`src/rtl/enc_ctrl.sv`:
```
// Systematic dual-diagonal parity encoder with valid/ack handshake.
// One parity bit is accumulated per cycle; the codeword is held until acked.
module enc_ctrl #(
   parameter int MSG_LEN = 4,
   parameter int CHECK_NUM = 4,
   parameter int CODE_LEN = MSG_LEN + CHECK_NUM,
   parameter logic [CHECK_NUM*MSG_LEN-1:0] H_MSG =
      {4'b1001, 4'b1100, 4'b0110, 4'b0011}
) (
   input  logic                clk,
   input  logic                xrst,
   input  logic [MSG_LEN-1:0]  i_data,
   input  logic                i_val,
   output logic                o_rdy,
   output logic [CODE_LEN-1:0] o_data,
   output logic                o_val,
   input  logic                i_ack,
   output logic [7:0]          o_count
);

   localparam int CW = (CHECK_NUM > 1) ? $clog2(CHECK_NUM) : 1;

   typedef enum logic [1:0] {
      S_IDLE = 2'd0,
      S_CALC = 2'd1,
      S_DONE = 2'd2
   } state_t;

   state_t               state_q, state_d;
   logic [MSG_LEN-1:0]   msg_q, msg_d;
   logic [CHECK_NUM-1:0] par_q, par_d;
   logic [CW-1:0]        cnt_q, cnt_d;
   logic [7:0]           ocnt_q, ocnt_d;

   logic [MSG_LEN-1:0]   row;
   logic                 p_prev;
   logic                 s_bit;
   logic                 p_new;
   logic                 last;

   // Select check row j and the previously written parity bit p_(j-1).
   always_comb begin
      row    = '0;
      p_prev = 1'b0;
      for (int j = 0; j < CHECK_NUM; j++) begin
         if (cnt_q == CW'(j)) begin
            row = H_MSG[j*MSG_LEN +: MSG_LEN];
         end
      end
      for (int j = 1; j < CHECK_NUM; j++) begin
         if (cnt_q == CW'(j)) begin
            p_prev = par_q[j-1];
         end
      end
      s_bit = ^(msg_q & row);
      p_new = p_prev ^ s_bit;
      last  = (cnt_q == CW'(CHECK_NUM - 1));
   end

   always_comb begin
      state_d = state_q;
      msg_d   = msg_q;
      par_d   = par_q;
      cnt_d   = cnt_q;
      ocnt_d  = ocnt_q;
      case (state_q)
         S_IDLE: begin
            if (i_val) begin
               msg_d   = i_data;
               par_d   = '0;
               cnt_d   = '0;
               state_d = S_CALC;
            end
         end
         S_CALC: begin
            for (int j = 0; j < CHECK_NUM; j++) begin
               if (cnt_q == CW'(j)) begin
                  par_d[j] = p_new;
               end
            end
            if (last) begin
               cnt_d   = '0;
               state_d = S_DONE;
            end else begin
               cnt_d = cnt_q + CW'(1);
            end
         end
         S_DONE: begin
            if (i_ack) begin
               ocnt_d  = ocnt_q + 8'd1;
               state_d = S_IDLE;
            end
         end
         default: begin
            state_d = S_IDLE;
         end
      endcase
   end

   always_ff @(posedge clk or negedge xrst) begin
      if (!xrst) begin
         state_q <= S_IDLE;
         msg_q   <= '0;
         par_q   <= '0;
         cnt_q   <= '0;
         ocnt_q  <= '0;
      end else begin
         state_q <= state_d;
         msg_q   <= msg_d;
         par_q   <= par_d;
         cnt_q   <= cnt_d;
         ocnt_q  <= ocnt_d;
      end
   end

   assign o_rdy   = (state_q == S_IDLE);
   assign o_val   = (state_q == S_DONE);
   assign o_data  = {par_q, msg_q};
   assign o_count = ocnt_q;

endmodule

```
`config.mk`:
```
export PLATFORM = sky130hd
export DESIGN_NAME = enc_ctrl
export DESIGN_NICKNAME = d
export VERILOG_FILES = /design/src/rtl/enc_ctrl.sv
export SDC_FILE = /design/constraint.sdc
export NUM_CORES = 1
export LEC_CHECK = 0
export CAP_MARGIN = 0
export CORE_ASPECT_RATIO = 0.5
export CORE_MARGIN = 3
export CORE_UTILIZATION = 30
export CTS_CLUSTER_DIAMETER = 150
export DETAILED_ROUTE_END_ITERATION = 7
export PLACE_DENSITY_LB_ADDON = 0.2
export SYNTH_ARGS = -nofsm -noshare
export SYNTH_HDL_FRONTEND = slang
export SYNTH_SLANG_ARGS = --single-unit
```
`constraint.sdc`:
```
create_clock -name clk -period 2.45 [get_ports clk]
set_input_delay 0.49 -clock clk [delete_from_list [all_inputs] [get_ports clk]]
set_output_delay 0.49 -clock clk [all_outputs]
set_load 0.02 [all_outputs]
```
# Word level (Yosys, flattened, before mapping)
# Index checks and enable logic that the tools add are counted.
[classes]
addsub = 2
n_reduce_logical = 12
n_mux = 20
eq_ne = 11
bitwise_logic = 2
[ops]
columns = ["operator", "n"]
rows = [
  ["$reduce_and 3->1", 5],
  ["$mux 2", 6],
  ["$mux 4", 3],
  ["$ne 2x2->1 const B", 5],
  ["$add 8x1->8 const B", 1],
  ["$pmux 4 s2", 1],
  ["$mux 1", 7],
  ["$eq 2x2->1 const B", 3],
  ["$pmux 2 s3", 1],
  ["$reduce_and 2->1", 3],
  ["$and 4x4->4", 1],
  ["$eq 2x1->1 const B", 2],
  ["$logic_not 2->1", 2],
  ["$pmux 2 s2", 1],
  ["$reduce_xor 4->1", 1],
  ["$mux 3", 1],
  ["$add 2x1->2 const B", 1],
  ["$ne 2x1->1 const B", 1],
  ["$reduce_bool 2->1", 1],
  ["$xor 1x1->1", 1],
]
[word_totals]
input_bits = 8
reg_bits = 20
output_inout_bits = 18

# Longest topological paths before layout
# Gate-level depths: netlist of run 1.
[depth]
ltp_word = 10
mapped_depth = 6
ltp_nobuf = 6

# Worst setup path before layout of run 1
# Ideal clock, no wire load.
[synth_timing]
path_type = "reg2reg"
from = "reg cnt_q[0]"
to = "reg par_q[0]"
setup_time_ps = 95
path_buffers = 0
arrival_ps = 1664
period_less_slack_ps = 1760
path_stages_with_launch = 6
setup_slack_ps = 690
cell_sequence = "dfrtp_1 > ha_1 > nor3b_2 > and2b_1 > xnor3_1 > o31ai_1"
[synth_between]
elab_chain_cells = 10
elab_cells_between_ends = 18
classes_between = "eq/ne: 4; mux: 9; bitwise: 2; reduce/logical: 3"
[synth_lines]
columns = ["element", "line_no", "text"]
rows = [
  ["start: declaration", "32", "logic [CW-1:0] cnt_q, cnt_d;"],
  ["start signal: assignment", "111", "cnt_q <= cnt_d;"],
  ["$logic_not 2->1", "46, 77", ""],
  ["$mux 2", "46", "if (cnt_q == CW'(j)) begin"],
  ["$mux 3", "46", ""],
  ["$mux 4 (2 in series)", "46", ""],
  ["$and 4x4->4", "55", "s_bit = ^(msg_q & row);"],
  ["$reduce_xor 4->1", "55", ""],
  ["$xor 1x1->1", "56", "p_new = p_prev ^ s_bit;"],
  ["$mux 1", "77", "if (cnt_q == CW'(j)) begin"],
  ["$pmux 4 s2", "66", "case (state_q)"],
  ["end signal: assignment", "110", "par_q <= par_d;"],
  ["end: declaration", "31", "logic [CHECK_NUM-1:0] par_q, par_d;"],
]
# Several ways; a longest one is shown, not always the timed one. The select of a mux whose other input is x is not followed.
# A chain may end at the register's enable or synchronous reset.

# Worst setup path after layout of run 1
[layout_timing]
from = "reg state_q[0]"
to = "out o_val"
[layout_between]
elab_chain_cells = 1
[layout_lines]
columns = ["element", "line_no", "text"]
rows = [
  ["start: declaration", "29", "state_t state_q, state_d;"],
  ["start signal: assignment", "108", "state_q <= state_d;"],
  ["$eq 2x2->1", "117", "assign o_val = (state_q == S_DONE);"],
  ["end: declaration", "16", "output logic o_val,"],
]
# No other way between the ends.

==> summary.txt, run 1 <==
Finish
  • Antenna cells: 0
  • Final instance area: 1468 sq um
  • Area delta synth->final: 34.98%
  • Fill cells: 330
  • Fin nets: 144
  • Final core occ: 45.54%
  • Share of cells above drive strength 1: 5.385%

Floorplanning
  • IO Pins: 26
  • DIE WIDTH: 91.14 um
  • Die ar.: 4427 sq um
  • # rows: 14
  • Chip Height: 48.57 um
  • Starting Density: 33.73%
  • Core area: 3223 sq um

Logic synthesis
  • Seq/Total Area, Yosys: 46.03%
  • Post-synth EDFFs: 0
  • Yosys top cell by area: dfrtp_1
  • Mapped Avg Cell Area: 10.66 sq um
  • Synth Register Bits: 20
  • Yosys cell types: 31
  • Syn Inst Count: 102
  • Top_reg_cell synth: dfrtp_1
  • Synth Cell Area: 1087 sq um
  • Net Count, Synth: 115
  • Synth warn: 0
  • Top post-synthesis cells by count: dfrtp_1 (20), nand2_1 (9), a21oi_1 (7)
  • Post-synth ARST share: 100.0%
  • Synth top area cells: dfrtp_1 (46%), ha_1 (5.8%), mux2_1 (4.1%)
  • Count leader, synth: dfrtp_1
  • Yosys top cell area share: 46.03%

Clock network
  • H-Tree Depth: 1
  • Clock root cell: clkbuf_8
  • Max Buffers Root-to-Sink: 2
  • CTS Hold Bufs: 0
  • # Post-CTS Setup Buffers: 0
  • TritonCTS clock tree: yes
  • Clock Latency Late Sink: 0.27 ns
  • Clk sinks: 20
  • Reg clk slew, reported paths: 0.08 ns
  • CTS buffer count: 3
  • Post-CTS sizing: 0

Status
  • Status: finished clean

STA
  • RSZ-0062 raised after global routing: no
  • Hold_ws: 0.4726 ns
  • Final Max Tran Viols: 0
  • Pin slew with the least headroom to its limit: 0.3335 ns
  • Fmax: 466.3 MHz
  • Final Hold Viols: 0
  • Skew final: 0.005526 ns
  • Crit share post-route: 87.52%
  • Max-slew headroom: 77.13%
  • Crit path time final: 2.144 ns
  • # setup viols final: 0
  • TNS Setup: 0 ns

Global route
  • Vias in the first global route: 816
  • Total track usage: 11.47%
  • Initial antenna violation count: 0
  • Largest net degree at the start of global routing: 21
  • Grt ovf: 0
  • First-pass GRT wire length: 4.050 mm

Worst setup path
  • Crit-path max FO: 12
  • Critical Path RT: 1.96 ns
  • Crit end category: primary output
  • Startpoint Class: flip-flop
  • R2r setup slk: 0.43 ns
  • Reg2reg end: par_q[3]
  • R2R Path Start: cnt_q[0]
  • Worst-case reg-to-reg path depth: 6
  • CP arrival: 1.65 ns
  • CP Class: flip-flop to primary output

Route
  • Drt drc: 0
  • Final wirelength: 2.366 mm
  • First-pass DRT Iterations: 4
  • Initial DRC count: 42
  • Vias: 813
  • DRT antenna net count: 0
  • Drt wl/cell: 13.29 um
  • DR vias/cell: 4.567

Power
  • Pwr/cell area: 1329 nW/um^2
  • Worst vdd ir: 564.8 uV
  • Leak: 0.6571 nW

Placed design
  • Final RePlAce weighted congestion: 0.7683
  • Dpl cell area: 1396 sq um
  • PortBufs: 25
  • DP HPWL: 1.838 mm

Worst hold path
  • Hold path cells: 1
  • Hold path endpoint: o_count[7]
  • Tightest Hold Check Type: flip-flop to flip-flop
  • Min-delay src: o_count[7]

Flow run
  • Max_cap viols: 0
[per-stage QoR]
| step | cells | power (mW) | setup slack (ns) |
|---|---|---|---|
| after floorplan | 102 | 1.264 | 0.6904 |
| after global placement | 174 | 1.594 | 0.5215 |
| after detailed placement | 174 | 1.620 | 0.4681 |
| after CTS | 178 | 1.957 | 0.3088 |
| after global routing | 178 | 2.078 | 0.2250 |
| final | 178 | 1.951 | 0.3057 |
[worst max-delay path by stage]
stage,start,end,slack [ns]
CTS,state_q[0],o_val,0.31
global placement,i_ack,o_count[7],0.52
global route,state_q[0],o_val,0.23
floorplan,cnt_q[0],par_q[0],0.69
finish,state_q[0],o_val,0.31
detailed placement,cnt_q[0],par_q[3],0.47
[cells by family after synthesis]
group                    share of synthesized area [%]
buffers and inverters                            2.876
multiplexers                                     5.063
XOR/XNOR                                         10.59
AO/OA/AOI/OAI                                    15.65
flip-flops                                       46.03
adder cells (fa/ha/maj)                          5.754
AND/OR/NAND/NOR                                  14.04
[sequential cells by signal (all words and copies together), names as in the netlist]
name     count
o_count      8
msg_q        4
par_q        4
cnt_q        2
state_q      2
[per-layer routing]
| metal | track usage, % | wire [um] |
|---|---|---|
| met5 | 0 | 0 |
| met4 | 2.250 | 0 |
| met3 | 3.560 | 73 |
| met2 | 18.76 | 1135 |
| met1 | 15.09 | 1158 |
[final cells by class]
| class | count | area (sq um) | share of cell area, % |
|---|---|---|---|
| multi-input cells | 74 | 555.5 | 37.85 |
| inverters | 6 | 22.52 | 1.535 |
| well taps | 48 | 60.06 | 4.092 |
| flip-flops and latches | 20 | 500.5 | 34.10 |
| clock inverters | 1 | 30.03 | 2.046 |
| clock buffers | 3 | 41.29 | 2.813 |
| repair buffers | 26 | 257.7 | 17.56 |
[placed cells by master (no fill, tap or decap), types with 2 or more instances in the layout]
cell and count:
xor2_1 4, dfrtp_1 20, o21ai_0 5, a21oi_1 7, nand2b_1 2, o31ai_1 4, xnor2_1 4, and2_1 2
clkbuf_8 3, ha_1 5, inv_1 6, xnor3_1 2, nor2_1 4, nor2b_1 3, clkdlybuf4s50_1 25, mux2_1 4
o21ai_1 2, nand2_1 9, nand3b_1 2, nand3_1 4
[power breakdown]
group	leakage [nW]	internal [mW]	switching [mW]	total, mW
clock network	0.0357	0.218	0.120	0.339
logic	0.363	0.525	0.519	1.04
registers	0.259	0.442	0.126	0.568
total	0.657	1.19	0.766	1.95
[critical path: stages, from the launching register on]
cell             delay, ns
dfrtp_1               0.51
nand2b_1              0.21
inv_1                 0.07
clkdlybuf4s50_1       0.60
(Power assumes the default switching activity.)
==> run 2: changes to the inputs <==
Settings changed: CORE_MARGIN 3 to not set.
==> summary.txt, run 2 (synthesis gave the netlist of run 1 again) <==
Status
  • Status: finished clean

Power
  • Sw Ratio: 38.32% (-0.94 points)
  • Leak: 0.6571 nW (unchanged)
  • Total power: 1.915 mW (-1.8%)
  • Comb power frac: 52.9% (-0.6 points)
  • P_sw: 0.7338 mW (-4.2%)
  • Pwr/cell area: 1301 nW/um^2 (-2.1%)
  • Reg power frac: 29.8% (+0.7 points)
  • Internal power: 1.181 mW (-0.32%)
  • Clock network power share: 17.3% (about the same)
  • Worst vdd ir: 279.9 uV (-50%)

Route
  • Initial DRC count: 45 (+7.1%)
  • First-pass DRT Iterations: 4 (unchanged)
  • Drt drc: 0 (unchanged)
  • DRT antenna net count: 0 (unchanged)
  • Vias: 822 (+1.1%)
  • Drt wl/cell: 11.88 um (-11%)
  • DR vias/cell: 4.541 (-0.57%)
  • Final wirelength: 2.150 mm (-9.1%)

Worst setup path
  • Startpoint Class: flip-flop
  • Worst-case reg-to-reg path depth: 5 (-1)
  • Top Family by Delay on Critical Path: buffers and inverters
  • Crit-path max FO: 12 (unchanged)
  • CP Cell Sequence: nand2b_1 -> inv_1 -> clkdlybuf4s50_1
  • CP arrival: 1.65 ns (about the same)
  • Buf+Inv Stages, Crit Path: 2 (unchanged)
  • Reg2reg end: par_q[1]
  • Crit end category: primary output
  • Critical path depth: 3 (unchanged)
  • Slowest Stage Delay on Critical Path: 0.59 ns (about the same)
  • R2r setup slk: 0.53 ns (+0.10 ns)
  • R2R Path Start: cnt_q[0]
  • CP Class: flip-flop to primary output
  • Critical Path RT: 1.96 ns (about the same)
  • Slowest stage cell, crit path: clkdlybuf4s50_1

Finish
  • Antenna cells: 0 (unchanged)
  • Max reg flops: 8 (unchanged)
  • Fill cells: 368 (+12%)
  • Most frequent cells in the layout: clkdlybuf4s50_1 (25), dfrtp_1 (20), nand2_1 (9)
  • Share of cells above drive strength 1: 5.385% (unchanged)
  • Area delta synth->final: 35.33%
  • Fin nets: 144 (unchanged)
  • Final Instance Count excl. Fillers: 181 (+1.7%)
  • Most common cell after layout, fill and taps aside: clkdlybuf4s50_1

Floorplanning
  • # rows: 15 (+1)
  • Die ar.: 3884 sq um (-12%)
  • Core area: 3453 sq um (+7.1%)
  • IO Pins: 26 (unchanged)
  • Starting Density: 31.49% (-2.2 points)
  • Chip Height: 44.57 um (-8.2%)
  • DIE WIDTH: 87.14 um (-4.4%)

Worst hold path
  • Tightest Hold Check Type: flip-flop to flip-flop
  • Hold path endpoint: o_count[7]
  • Hold path cells: 1 (unchanged)
  • Min-delay src: o_count[7]

Clock network
  • Clock Latency Late Sink: 0.26 ns (about the same)
  • Reg clk slew, reported paths: 0.08 ns (about the same)
  • CTS Hold Bufs: 0 (unchanged)
  • # Post-CTS Setup Buffers: 0 (unchanged)
  • Clk sinks: 20 (unchanged)
  • Clock root cell: clkbuf_8
  • CTS buffer count: 3 (unchanged)
  • TritonCTS clock tree: yes
  • H-Tree Depth: 1 (unchanged)
  • Max Buffers Root-to-Sink: 2 (unchanged)
  • Post-CTS sizing: 0 (unchanged)

Global route
  • Total track usage: 12.39% (+0.91 points)
  • Vias in the first global route: 758 (-7.1%)
  • Largest net degree at the start of global routing: 21 (unchanged)
  • Initial antenna violation count: 0 (unchanged)
  • Grt ovf: 0 (unchanged)
  • First-pass GRT wire length: 3.567 mm (-12%)

STA
  • TNS Setup: 0 ns (unchanged)
  • Final Hold Viols: 0 (unchanged)
  • RSZ-0062 raised after global routing: no
  • Fmax: 466.9 MHz (+0.13%)
  • Skew final: 0.0007979 ns (-0.004728 ns)
  • Pin slew with the least headroom to its limit: 0.3619 ns (+0.02836 ns)
  • # setup viols final: 0 (unchanged)
  • Max-slew headroom: 75.87% (-1.3 points)
  • Final Max Tran Viols: 0 (unchanged)
  • Crit path time final: 2.142 ns (-0.002691 ns)
  • Crit share post-route: 87.41% (-0.11 points)

Placed design
  • PortBufs: 25 (unchanged)
  • DP HPWL: 1.655 mm (-10%)
  • Placed cells: 177 (+1.7%)
  • Final RePlAce weighted congestion: 0.7537 (-1.9%)

Flow run
  • Max_cap viols: 0 (unchanged)
[run 2: cell counts in the layout (fill, tap and decap cells not counted)]
No cell type changed its count.
[run 2: layout make-up]
class	instances	area [sq um]	share of cell area (%)
timing repair buffer	26	257.7	17.52
tap	51	63.81	4.337
clock buffer	3	41.29	2.806
multi-input combinational	74	555.5	37.76
inverter	6	22.52	1.531
clock inverter	1	30.03	2.041
sequential	20	500.5	34.01
[run 2: power groups by stage]
| stage | combinational, mW | clock [mW] | sequential (mW) |
|---|---|---|---|
| finish | 1.01 | 0.332 | 0.570 |
| detailed placement | 1.02 | 0 | 0.576 |
| global route | 1.11 | 0.356 | 0.592 |
| CTS | 1.02 | 0.341 | 0.571 |
| global placement | 1.02 | 0 | 0.579 |
| floorplan | 0.642 | 0 | 0.622 |
[run 2: worst max-delay path by stage]
| stage | endpoint | from | slack [ns] |
|---|---|---|---|
| 3_5_place_dp | o_count[7] | i_ack | 0.52 |
| 6_report | o_val | state_q[0] | 0.31 |
| 3_3_place_gp | o_count[7] | i_ack | 0.52 |
| 4_1_cts | o_val | state_q[0] | 0.30 |
| 2_1_floorplan | par_q[0] | cnt_q[0] | 0.69 |
| 5_1_grt | o_val | state_q[0] | 0.21 |
[run 2: routing by layer]
layer	track usage, %	up-vias	wire [um]
met5	0	-	0
met4	1.967	0	10
met3	3.918	2	64
met2	19.53	12	997
met1	17.19	400	1078
li1	-	408	-
[run 2: per-stage QoR]
step | area [sq um] | hold WS (ns) | setup slack [ns] | utilization [%]
after floorplan | 1087 | 0.1944 | 0.6904 | -
after global placement | 1400 | 0.4602 | 0.5185 | 40.54
after detailed placement | 1400 | 0.4697 | 0.5243 | 40.54
after CTS | 1471 | 0.4805 | 0.2955 | 42.61
after global routing | 1471 | 0.4882 | 0.2108 | 42.61
final | 1471 | 0.4702 | 0.3084 | 42.61
==> run 3: changes to the inputs <==
Clock period 2.45 ns to 2.3 ns, I/O delays scaled along.
==> summary.txt, run 3 (synthesis gave the netlist of run 1 again) <==
Clock network
  • Clock root cell: clkbuf_8
  • H-Tree Depth: 1 (unchanged)
  • CTS Hold Bufs: 0 (unchanged)
  • Post-CTS sizing: 0 (unchanged)
  • Max Buffers Root-to-Sink: 2 (unchanged)
  • CTS buffer count: 3 (unchanged)
  • Reg clk slew, reported paths: 0.08 ns (about the same)
  • Clk sinks: 20 (unchanged)
  • TritonCTS clock tree: yes
  • # Post-CTS Setup Buffers: 0 (unchanged)
  • Clock Latency Late Sink: 0.26 ns (about the same)

Worst setup path
  • Worst-case reg-to-reg path depth: 6 (+1)
  • Crit end category: primary output
  • Startpoint Class: flip-flop
  • CP arrival: 1.65 ns (about the same)
  • Critical Path RT: 1.84 ns (-0.12 ns)
  • CP Class: flip-flop to primary output
  • Crit-path max FO: 12 (unchanged)

Power
  • Leak: 0.6624 nW (+0.81%)
  • Pwr/cell area: 1391 nW/um^2 (+6.9%)
  • Total power: 2.057 mW (+7.4%)
  • Worst vdd ir: 303.2 uV (+8.3%)

STA
  • TNS Setup: 0 ns (unchanged)
  • Crit path time final: 2.109 ns
  • Pin slew with the least headroom to its limit: 0.3883 ns (+0.02641 ns)
  • Final worst slack: 0.1906 ns (-0.1177 ns)
  • RSZ-0062 raised after global routing: no
  • Final Hold Viols: 0 (unchanged)
  • Crit share post-route: 91.71%
  • Final Max Tran Viols: 0 (unchanged)
  • Fmax: 474.1 MHz
  • Skew final: 0.001845 ns (+0.001047 ns)
  • Max-slew headroom: 74.11% (-1.8 points)
  • # setup viols final: 0 (unchanged)

Finish
  • Most frequent cells in the layout: clkdlybuf4s50_1 (25), dfrtp_1 (20), nand2_1 (9)
  • Share of cells above drive strength 1: 6.107% (+0.72 points)
  • Most common cell after layout, fill and taps aside: clkdlybuf4s50_1
  • Final instance area: 1479 sq um (+0.51%)
  • Area delta synth->final: 36.02%
  • Fin nets: 145 (+0.69%)
  • Multi-input gate area: 555.5 sq um (unchanged)
  • Antenna cells: 0 (unchanged)
  • Max reg flops: 8 (unchanged)
  • Fill cells: 347 (-5.7%)
  • Register Area: 500.5 sq um (unchanged)

Placed design
  • DP HPWL: 1.659 mm (+0.27%)
  • Dpl cell area: 1408 sq um (+0.54%)
  • Dpl ws: 0.4071 ns (-0.1172 ns)
  • PortBufs: 25 (unchanged)
  • Final RePlAce weighted congestion: 0.8004 (+6.2%)

Floorplanning
  • Die ar.: 3884 sq um (unchanged)
  • DIE WIDTH: 87.14 um (unchanged)
  • Core area: 3453 sq um (unchanged)
  • IO Pins: 26 (unchanged)
  • Starting Density: 31.49% (unchanged)
  • Chip Height: 44.57 um (unchanged)
  • # rows: 15 (unchanged)

Worst hold path
  • Hold path cells: 1 (unchanged)
  • Tightest Hold Check Type: flip-flop to flip-flop

Flow run
  • Max_cap viols: 0 (unchanged)

Route
  • Drt drc: 0 (unchanged)
  • Vias: 833 (+1.3%)
  • Drt wl/cell: 12.29 um (+3.4%)
  • DRT antenna net count: 0 (unchanged)
  • First-pass DRT Iterations: 4 (unchanged)
  • Final wirelength: 2.236 mm (+4.0%)
  • Initial DRC count: 26 (-42%)
  • DR vias/cell: 4.577 (+0.78%)

Global route
  • Grt ovf: 0 (unchanged)
  • Initial antenna violation count: 0 (unchanged)
  • Total track usage: 12.85% (+0.46 points)
  • Vias in the first global route: 803 (+5.9%)
  • Largest net degree at the start of global routing: 21 (unchanged)
  • First-pass GRT wire length: 3.712 mm (+4.1%)

Status
  • Status: finished clean
run 3: worst paths after layout:
kind / startpoint / end / slack, ns
max: state_q[0] / o_val / 0.19
min: o_count[7] / o_count[7] / 0.48
max reg2reg: cnt_q[0] / par_q[1] / 0.39
min reg2reg: o_count[7] / o_count[7] / 0.48
max in group asynchronous: xrst / state_q[1] / 1.55
min in group asynchronous: xrst / par_q[0] / 0.53
run 3: layer usage:
| metal | vias up | routed length (um) | track usage (%) |
|---|---|---|---|
| met4 | 0 | 0 | 1.967 |
| met5 | - | 0 | 0 |
| li1 | 413 | - | - |
| met1 | 404 | 1106 | 16.86 |
| met3 | 0 | 80 | 3.918 |
| met2 | 16 | 1048 | 21.73 |
run 3: where the power goes:
| part | leakage [nW] | switching [mW] | internal (mW) |
|---|---|---|---|
| registers | 0.259 | 0.139 | 0.471 |
| clock network | 0.0357 | 0.121 | 0.232 |
| logic | 0.368 | 0.533 | 0.561 |
run 3: through the flow:
stage | instances | hold slack, ns | utilization [%]
6_report | 182 | 0.4773 | 42.83
5_1_grt | 182 | 0.4977 | 42.83
4_1_cts | 182 | 0.4814 | 42.83
3_5_place_dp | 178 | 0.4681 | 40.76
3_3_place_gp | 178 | 0.4608 | 40.76
2_1_floorplan | 102 | 0.1644 | -
run 3: area by class of cell:
cell class / count / share of cell area (%)
Inverter: 6 / 1.523
Timing Repair Buffer: 27 / 17.94
Multi-Input combinational cell: 74 / 37.56
Clock inverter: 1 / 2.030
Tap cell: 51 / 4.315
Sequential cell: 20 / 33.84
Clock buffer: 3 / 2.792
run 3: critical path, cell delays in order, from the launching register on:
cell and delay [ns]:
dfrtp_1 0.51, nand2b_1 0.21, inv_1 0.07, clkdlybuf4s50_1 0.60
==> RTL edit 1: new RTL, config.mk and constraints of run 2 <==
Set the parameter `CHECK_NUM` to 8 (it was 4).
--- a/src/rtl/enc_ctrl.sv
+++ b/src/rtl/enc_ctrl.sv
@@ -3,5 +3,5 @@
 module enc_ctrl #(
    parameter int MSG_LEN = 4,
-   parameter int CHECK_NUM = 4,
+   parameter int CHECK_NUM = 8,
    parameter int CODE_LEN = MSG_LEN + CHECK_NUM,
    parameter logic [CHECK_NUM*MSG_LEN-1:0] H_MSG =
Ports: changed (resized o_data); port bits go from 26 to 30. No check against the original RTL was run, so the function may have changed too.
==> RTL edit 1 against run 2 <==
  * The run now ends with DRC left
  * Critical path depth grew 5
  * Total power grew 24%
  * Register-to-register slack lost 0.49 ns
  * Sequential power grew 20%
  * First-iteration DRC count shrank 22%
  * Clock power shrank 24%
  * Sequential share of layout area shrank 0.61 points
  * Worst hold slack gained 0.0031 ns
  * Wire length grew 40%
  * Sequential cell count grew 5
  * Combinational power grew 42%
  * Design area grew 27%
  * Synthesized area grew 26%
  * Worst setup slack lost 0.27 ns
==> RTL edit 1: results <==
[run_status]
status = "finished with violations"
violations = "DRC"

[placed_design]
dpl_worst_slack_ns = -0.01971
port_buffers = 29
dp_cells = 219
dp_hpwl_um = 2224

[worst_setup_path]
crit_arrival_ns = 2.57
cp_slowest_stage_delay_ns = 0.53

[routing]
vias_per_cell = 5.048
dr_wl_met3_um = 137
route.detailed.drc = 2
finalWirelength_um = 3012
met1_length_um = 1475
drt_first_pass_iters = 6

[global_routing]
met3_usage_pct = 4.255
grt_pass1_wl_um = 5319
grt_usage_pct = 14.16
grt_pass1_vias = 1109
use_met1_pct = 18.87

[final_layout]
clk_share_pct = 2.472
drive_gt1_share_pct = 17.92
final_nets = 189
buffers = 41
nNonClkInverters = 5
multi_input_area_share_pct = 39.21
bufAreaShareNonClock_pct = 20.31

[yosys]
synth.area.mux_share_pct = 5.657
syn_nets = 147
synth_common_cells = "25 x dfrtp_1, 16 x nand2_1, 13 x nand3_1, 8 x o21ai_0"
ys_types = 38
synthXorXnorAreaFrac_pct = 5.657
syn_area_per_cell_um2 = 10.39
yosysSeqAreaShare_pct = 45.62
synth-compound-area-share_pct = 15.78

[floorplan]
die_w_um = 97.62

[sta]
slew_headroom_pct = 66.82
clock_skew_ns = 0.003853
[RTL edit 1: cell types whose count changed after synthesis, sizes merged, moves of 3 or more]
cell / delta
nand3: +9
o31ai: -4
o21ai: +5
a21oi: -6
nor2: +3
nand2: +7
dfrtp: +5
[RTL edit 1: path summary, 6_finish.rpt]
kind / slack, ns / depth (start not counted) / to / start
worst max-delay path: 0.04 / 8 / par_q[0] / cnt_q[1]
worst min-delay path: 0.47 / 1 / o_count[7] / o_count[7]
worst max register to register: 0.04 / 8 / par_q[0] / cnt_q[1]
worst min register to register: 0.47 / 1 / o_count[7] / o_count[7]
max in group asynchronous: 1.64 / 2 / par_q[2] / xrst
min in group asynchronous: 0.57 / 2 / o_count[2] / xrst
[RTL edit 1: power breakdown]
group,internal [mW],switching [mW],total [mW],leakage [nW]
clock network,0.114,0.137,0.251,0.0255
registers,0.550,0.135,0.685,0.324
logic,0.707,0.724,1.43,0.446
==> RTL edit 2: new RTL, config.mk and constraints of run 2 <==
Made on the original files. Encoding of `state_t`: now one-hot (3 bits for 3 states).
--- a/src/rtl/enc_ctrl.sv
+++ b/src/rtl/enc_ctrl.sv
@@ -21,8 +21,8 @@
    localparam int CW = (CHECK_NUM > 1) ? $clog2(CHECK_NUM) : 1;
 
-   typedef enum logic [1:0] {
-      S_IDLE = 2'd0,
-      S_CALC = 2'd1,
-      S_DONE = 2'd2
+   typedef enum logic [2:0] {
+      S_IDLE = 3'b001,
+      S_CALC = 3'b010,
+      S_DONE = 3'b100
    } state_t;
 
Behaviour: no difference found for any inputs over 10 cycles, from zero or initial values and one cycle with xrst low; not proved beyond that.
==> RTL edit 2 against run 2 <==
  * Synthesized area up 2.5%
  * Worst setup slack got worse by 0.15 ns
  * Die area rose by 2.4%
  * Sequential cell count up 1
  * Via count shrank 1.7%
  * Total power shrank 19%
  * Worst hold slack gained 0.0099 ns
  * Design area up 0.17%
  * Fmax fell by 6.7%
  * Wire length rose by 0.23%
  * Synthesized cell count is 2.0% lower
  * Clock power is 31% lower
  * Critical path type unchanged
  * Critical endpoint unchanged
  * Largest power group unchanged
==> RTL edit 2: results <==
[worst_setup_path]
cp-startpoint = "state_q[2]"
crit_fanout = 13
crit_arrival_ns = 1.81
reg2regPathDepth = 6
reg2reg_slack_ns = 0.57

[global_routing]
grt_pass1_vias = 799
met3_usage_pct = 4.205
use_met1_pct = 18.19
grt_pass1_wl_um = 3760

[pwr]
max-vdd-ir-drop_mv = 0.3468
power.leakage_nw = 0.6065

[routing]
post_drt_wl_per_cell_um = 12.11
drt-initial-drc-count = 48
finalWirelength_um = 2155
drt_first_pass_iters = 3

[run_status]
status = "complete, no violations"

[sta]
setup_ws_ns = 0.1542
slew_headroom_pct = 58.74
clock_skew_ns = 0.003463

[yosys]
synth_common_cells = "20 x dfrtp_1, 10 x nand2_1, 7 x inv_1, 7 x nand3b_1, 7 x xnor2_1"
ys_types = 30
syn_nets = 113

[placed_design]
dp_hpwl_um = 1552
dp_cells = 174

[final_layout]
drive_gt1_share_pct = 15.75
RTL edit 2: changes by cell type in the layout (fill, tap and decap cells not counted), moves of 3 or more:
cell      delta
mux2_1       -4
and3_1       +3
nand3_1      -4
o22ai_2      +4
nor2b_1      -3
mux2_2       +5
xnor2_1      +3
nand3b_1     +5
o21ai_0      -5
xor2_1       -3
RTL edit 2: cells by family after synthesis:
logic type / after synthesis / share of synthesized area [%]
AND/OR/NAND/NOR: 31 / 16.84
flip-flops: 21 / 47.25
AO/OA/AOI/OAI: 17 / 11.90
buffers and inverters: 11 / 4.040
XOR/XNOR: 9 / 8.418
multiplexers: 6 / 5.948
adder cells (fa/ha/maj): 5 / 5.612
RTL edit 2: metal layers:
layer | vias up | routed length [um] | share of wire (%)
li1 | 402 | - | -
met1 | 392 | 1216 | 56
met2 | 12 | 853 | 40
met3 | 2 | 66 | 3.1
met4 | 0 | 19 | 0.88
met5 | - | 0 | 0
RTL edit 2: area by class of cell:
type / count / area (um^2)
repair buffers: 27 / 265.3
multi-input cells: 68 / 543.0
clock buffers: 3 / 41.29
clock inverters: 1 / 7.507
well taps: 51 / 63.81
inverters: 7 / 26.28
flip-flops and latches: 21 / 526.8
fillers: 352 / 2017
RTL edit 2: where the power goes:
group | leakage, nW | switching (mW) | internal (mW)
Clock | 0.0217 | 0.116 | 0.115
Combinational | 0.307 | 0.363 | 0.400
Sequential | 0.278 | 0.105 | 0.448
Total | 0.607 | 0.584 | 0.962
RTL edit 2: metrics by stage:
step / cell area (um^2) / util (%) / total power, mW
3_3_place_gp: 1425 / 40.82 / 1.321
4_1_cts: 1474 / 42.22 / 1.570
3_5_place_dp: 1425 / 40.82 / 1.325
2_1_floorplan: 1115 / - / 1.075
5_1_grt: 1474 / 42.22 / 1.658
6_report: 1474 / 42.22 / 1.546
